--- src/rtl/video_scanout.sv ---
// Raster reader for the 1-bit frame buffer: walks the frame in row-major order,
// reads each pixel and streams it with its coordinates through a 2-entry FIFO.
module video_scanout #(
  parameter int WIDTH  = 500,
  parameter int HEIGHT = 500
) (
  input  logic        clk,
  input  logic        rst,
  input  logic        start,
  output logic        busy,
  output logic        done,
  output logic [7:0]  frame_cnt,
  output logic        rd_en,
  output logic [11:0] rd_x,
  output logic [11:0] rd_y,
  input  logic        rd_data,
  output logic        px_valid,
  input  logic        px_ready,
  output logic        px_data,
  output logic [11:0] px_x,
  output logic [11:0] px_y,
  output logic        px_eol,
  output logic        px_eof
);

  localparam logic [11:0] X_LAST = 12'(WIDTH - 1);
  localparam logic [11:0] Y_LAST = 12'(HEIGHT - 1);

  typedef enum logic [1:0] {IDLE, RUN, DRAIN} state_t;

  typedef struct packed {
    logic        data;
    logic [11:0] x;
    logic [11:0] y;
    logic        eol;
    logic        eof;
  } entry_t;

  state_t      state_reg, state_next;
  logic [11:0] x_reg, y_reg;
  logic        load_addr;
  logic        inflight_reg;
  logic [11:0] cap_x_reg, cap_y_reg;
  logic        cap_eol_reg, cap_eof_reg;
  logic [1:0]  count_reg;
  entry_t      head_reg, tail_reg, new_entry;
  logic        done_reg;
  logic [7:0]  frame_cnt_reg;
  logic        push, pop, credit_ok, last_addr, frame_end;
  logic [2:0]  occ;

  assign pop       = px_valid & px_ready;
  assign push      = inflight_reg;
  // A pop in this cycle frees a slot, so it counts toward the credit; this keeps
  // a full 1 pixel/cycle stream with only two slots of storage.
  assign occ       = {1'b0, count_reg} + {2'b00, inflight_reg} - {2'b00, pop};
  assign credit_ok = (occ < 3'd2);
  assign last_addr = (x_reg == X_LAST) && (y_reg == Y_LAST);
  assign frame_end = (state_reg == DRAIN) && pop && head_reg.eof;

  always_comb begin
    state_next = state_reg;
    rd_en      = 1'b0;
    load_addr  = 1'b0;
    case (state_reg)
      IDLE: begin
        if (start) begin
          state_next = RUN;
          load_addr  = 1'b1;
        end
      end
      RUN: begin
        rd_en = credit_ok;
        if (credit_ok && last_addr) state_next = DRAIN;
      end
      DRAIN: begin
        if (frame_end) state_next = IDLE;
      end
      default: state_next = IDLE;
    endcase
  end

  always_ff @(posedge clk or posedge rst) begin
    if (rst) state_reg <= IDLE;
    else     state_reg <= state_next;
  end

  always_ff @(posedge clk or posedge rst) begin
    if (rst) begin
      x_reg <= '0;
      y_reg <= '0;
    end else if (load_addr) begin
      x_reg <= '0;
      y_reg <= '0;
    end else if (rd_en) begin
      if (x_reg == X_LAST) begin
        x_reg <= '0;
        y_reg <= (y_reg == Y_LAST) ? 12'd0 : y_reg + 12'd1;
      end else begin
        x_reg <= x_reg + 12'd1;
      end
    end
  end

  // Coordinates travel alongside the read so the returning data can be tagged.
  always_ff @(posedge clk or posedge rst) begin
    if (rst) begin
      inflight_reg <= 1'b0;
      cap_x_reg    <= '0;
      cap_y_reg    <= '0;
      cap_eol_reg  <= 1'b0;
      cap_eof_reg  <= 1'b0;
    end else begin
      inflight_reg <= rd_en;
      if (rd_en) begin
        cap_x_reg   <= x_reg;
        cap_y_reg   <= y_reg;
        cap_eol_reg <= (x_reg == X_LAST);
        cap_eof_reg <= last_addr;
      end
    end
  end

  assign new_entry = '{data: rd_data, x: cap_x_reg, y: cap_y_reg,
                       eol: cap_eol_reg, eof: cap_eof_reg};

  always_ff @(posedge clk or posedge rst) begin
    if (rst) begin
      count_reg <= '0;
      head_reg  <= '0;
      tail_reg  <= '0;
    end else begin
      case ({push, pop})
        2'b10: begin
          if (count_reg == 2'd0) head_reg <= new_entry;
          else                   tail_reg <= new_entry;
          count_reg <= count_reg + 2'd1;
        end
        2'b01: begin
          if (count_reg == 2'd2) head_reg <= tail_reg;
          count_reg <= count_reg - 2'd1;
        end
        2'b11: begin
          if (count_reg == 2'd1) begin
            head_reg <= new_entry;
          end else begin
            head_reg <= tail_reg;
            tail_reg <= new_entry;
          end
        end
        default: ;
      endcase
    end
  end

  always_ff @(posedge clk or posedge rst) begin
    if (rst) begin
      done_reg      <= 1'b0;
      frame_cnt_reg <= '0;
    end else begin
      done_reg <= frame_end;
      if (frame_end) frame_cnt_reg <= frame_cnt_reg + 8'd1;
    end
  end

  assign busy      = (state_reg != IDLE);
  assign done      = done_reg;
  assign frame_cnt = frame_cnt_reg;
  assign rd_x      = x_reg;
  assign rd_y      = y_reg;
  assign px_valid  = (count_reg != 2'd0);
  assign px_data   = head_reg.data;
  assign px_x      = head_reg.x;
  assign px_y      = head_reg.y;
  assign px_eol    = head_reg.eol;
  assign px_eof    = head_reg.eof;

endmodule
--- config.mk ---
export PLATFORM = sky130hd
export DESIGN_NAME = video_scanout
export DESIGN_NICKNAME = d
export VERILOG_FILES = /design/src/rtl/video_scanout.sv
export SDC_FILE = /design/constraint.sdc
export NUM_CORES = 1
export LEC_CHECK = 0
export ABC_AREA = 1
export ABC_CLOCK_PERIOD_IN_PS = 4500
export CORE_UTILIZATION = 58
export CTS_BUF_LIST = sky130_fd_sc_hd__clkbuf_4 sky130_fd_sc_hd__clkbuf_8
export CTS_CLUSTER_DIAMETER = 200
export CTS_CLUSTER_SIZE = 28
export DETAILED_ROUTE_END_ITERATION = 10
export PLACE_DENSITY = 0.82
export SLEW_MARGIN = 0
export SYNTH_ARGS = -nofsm -noshare
export SYNTH_HDL_FRONTEND = slang
export SYNTH_SLANG_ARGS = --single-unit
--- constraint.sdc ---
create_clock -name clk -period 4.5 [get_ports clk]
set_clock_uncertainty 0.15 [all_clocks]
set_input_delay 0.675 -clock clk [delete_from_list [all_inputs] [get_ports clk]]
set_output_delay 0.675 -clock clk [all_outputs]
set_load 0.05 [all_outputs]
==> run summary <==
die area: 0.0104 mm²
DR DRC count: 0
outcome: complete, no violations
complex-gate fraction of the synthesized area: 10.6%
Synth area leader: dfrtp_1
Inserted Clock Buffers: 17
via count of the first global-routing pass: 4506
Post-CTS Setup Bufs: 0
Tcrit/Tclk final: 90.1%
syn_area_per_cell: 8.83 µm²
number of setup violations in the final report: 0
post-route ant nets: 0
largest net degree at the start of global routing: 95
Die X: 102 µm
DR vias/cell: 5.56
Post-Synth XOR/XNOR Area: 1.36%
total gr overflow: 0
Commonest cells post-synth: 179 x nand2_1, 118 x dfrtp_1, 67 x nor2_1
Core ar.: 0.00973 mm²
critical path's slowest cell: dfrtp_1
ANT cells: 0
clk sinks: 118
syn nets: 666
Layout area overhead: 19.8%
Skew-Pair Late Insertion Delay: 430 ps
unrepaired setup endpoints after global routing: false
area share of the largest cell type after synthesis: 51.1%
mux contribution to synthesized area: 3.70%
max FFs per register: 27
simple logic cell fraction of the synthesized area: 25.1%
register area share after synthesis: 51.1%
Filler Cells Inserted: 770
Slew Limit Fails: 0
Yosys Warn Count: 0
initial antenna violation count: 0
clock root cell: clkbuf_8
Crit path top cell by count: nand2_1
CP endpoint kind: primary output
Buf/Inv on CP: 4
die height: 102 µm
Total Routing Usage GR: 27.7%
Post-synth EDFFs: 0
nets: 731
clk slew on worst S/H paths: 60 ps
first-pass GRT wire length: 21.9 mm
Synth Cell Area: 0.00578 mm²
most common cell in the synthesized netlist: nand2_1
final setup TNS: 0 ps
worst hold path type: reg -> reg
leading cell types by total area after synthesis: dfrtp_1 51%, nand2_1 12%, nand3_1 5.1%
slew margin rel.: 27.6%
startpoint types: register
input/output buffers: 67
Post-synth ARST share: 100%
pwr dens: 695 mW/mm²
Syn Inst Count: 654
CTS tree: yes
CP peak stage delay: 430 ps
Non-Filler Instances: 865
synth unique cells: 32
WS Path Type: reg -> out
worst-path fanout max: 19
Core Rows: 36
I/O pin count: 68
Max Buffers Root-to-Sink: 2
critical path required time: 3670 ps
Main synth FF type: dfrtp_1
DR iter-0 viols: 253
Final HPWL DP: 8.89 mm
dpl cells: 833
Slew @ Worst Pin: 1080 ps
first-pass iteration count of the detailed router: 5
DR WL/cell: 15.1 µm
Post-Synth Adder-Cell Area: 1.65%
fmax: 0.247 GHz
synthesized flop and latch total: 118
PostCTS Resize Cnt: 0
Worst path top cell family by delay: buffers and inverters
Peak VDD IR: 0.000372 V
main combinational cell family by area after synthesis: simple AND/OR/NAND/NOR gates
H-tree depth: 4
worst-path cell chain: inv_1, ha_1, inv_2, nand2_4, nor2_1, o21ai_0, fa_1, nand2_1, nand2_1, nand3_2, clkinv_1, buf_4
DRT Wirelength: 13.0 mm
share of layout cells above drive strength 1: 13.4%
Lkg Pwr: 3.14 nW
Max Cap Viol: 0
RD Place Congestion: 0.979
Initial Util: 59.4%
vias: 4809
hold buffers post-CTS: 0
crit path DAT: 3230 ps
Hold Fails Final Rpt: 0
Final Critical Period: 4050 ps
==> power breakdown <==
group / total [mW] / internal [mW] / switching (mW)
logic: 2.19 / 0.690 / 1.50
registers: 1.58 / 1.34 / 0.238
clock network: 1.05 / 0.638 / 0.409
total: 4.81 / 2.67 / 2.14
==> cell type report <==
cell class | instances | area (µm²) | area share, %
Multi-Input combinational cell | 455 | 2450 | 35.4
Clock inverter | 10 | 153 | 2.21
Sequential cell | 118 | 2950 | 42.7
Inverter | 56 | 213 | 3.07
Tap cell | 133 | 166 | 2.40
Clock buffer | 22 | 278 | 4.01
Timing Repair Buffer | 71 | 711 | 10.3
==> stage by stage <==
step	hold slack [ps]	area [µm²]	util [%]	worst slack, ps	power, mW
3_3_place_gp	317	6490	66.7	715	3.70
5_1_grt	374	6920	71.1	212	5.10
6_report	342	6920	71.1	446	4.81
3_5_place_dp	323	6490	66.7	607	3.77
2_1_floorplan	304	5780	-	546	3.18
4_1_cts	339	6920	71.1	433	4.83
==> path summary, 6_finish.rpt <==
kind / start / endpoint / slack (ps) / depth (start not counted)
worst max-delay path: count_reg[1]$_DFFE_PP0P_ / rd_en / 450 / 12
worst min-delay path: tail_reg[20]$_DFFE_PP0P_ / tail_reg[20]$_DFFE_PP0P_ / 340 / 2
worst max register to register: count_reg[1]$_DFFE_PP0P_ / rd_x[0]$_DFFE_PP0P_ / 870 / 15
worst min register to register: tail_reg[20]$_DFFE_PP0P_ / tail_reg[20]$_DFFE_PP0P_ / 340 / 2
max in group asynchronous: rst / cap_y_reg[4]$_DFFE_PP0P_ / 2990 / 3
min in group asynchronous: rst / rd_x[10]$_DFFE_PP0P_ / 410 / 2
==> per-layer routing <==
metal | track usage [%] | vias to the layer above | part of all wire [%]
met5 | 0 | - | 0
met4 | 9.70 | 0 | 1.7
met3 | 6.42 | 18 | 6.4
met2 | 42.9 | 173 | 48
met1 | 38.5 | 2339 | 44
li1 | - | 2279 | -
==> cell families (layout without fill, tap and decap cells) <==
family                   count (synthesis)  count (layout)
multiplexers                            19              19
AO/OA/AOI/OAI                           83              83
adder cells (fa/ha/maj)                  7               7
buffers and inverters                   81             159
flip-flops                             118             118
XOR/XNOR                                 9               9
AND/OR/NAND/NOR                        337             337
==> cell usage in the layout (no fill, tap or decap), types with 18 or more instances in the layout <==
cell | netlist | layout
a31oi_2 | 21 | 21
clkbuf_8 | 0 | 18
clkdlybuf4s50_1 | 0 | 66
dfrtp_1 | 118 | 118
inv_1 | 54 | 53
mux2_2 | 19 | 19
nand2_1 | 179 | 179
nand3_1 | 59 | 59
nor2_1 | 67 | 67
o21ai_0 | 39 | 39
==> tightest hold or removal path, cell delays in order, from the launching register on <==
cell and delay [ps]:
dfrtp_1 340, nand2_1 50, o21ai_0 60
Note: power is estimated with default switching activity, not from simulation.
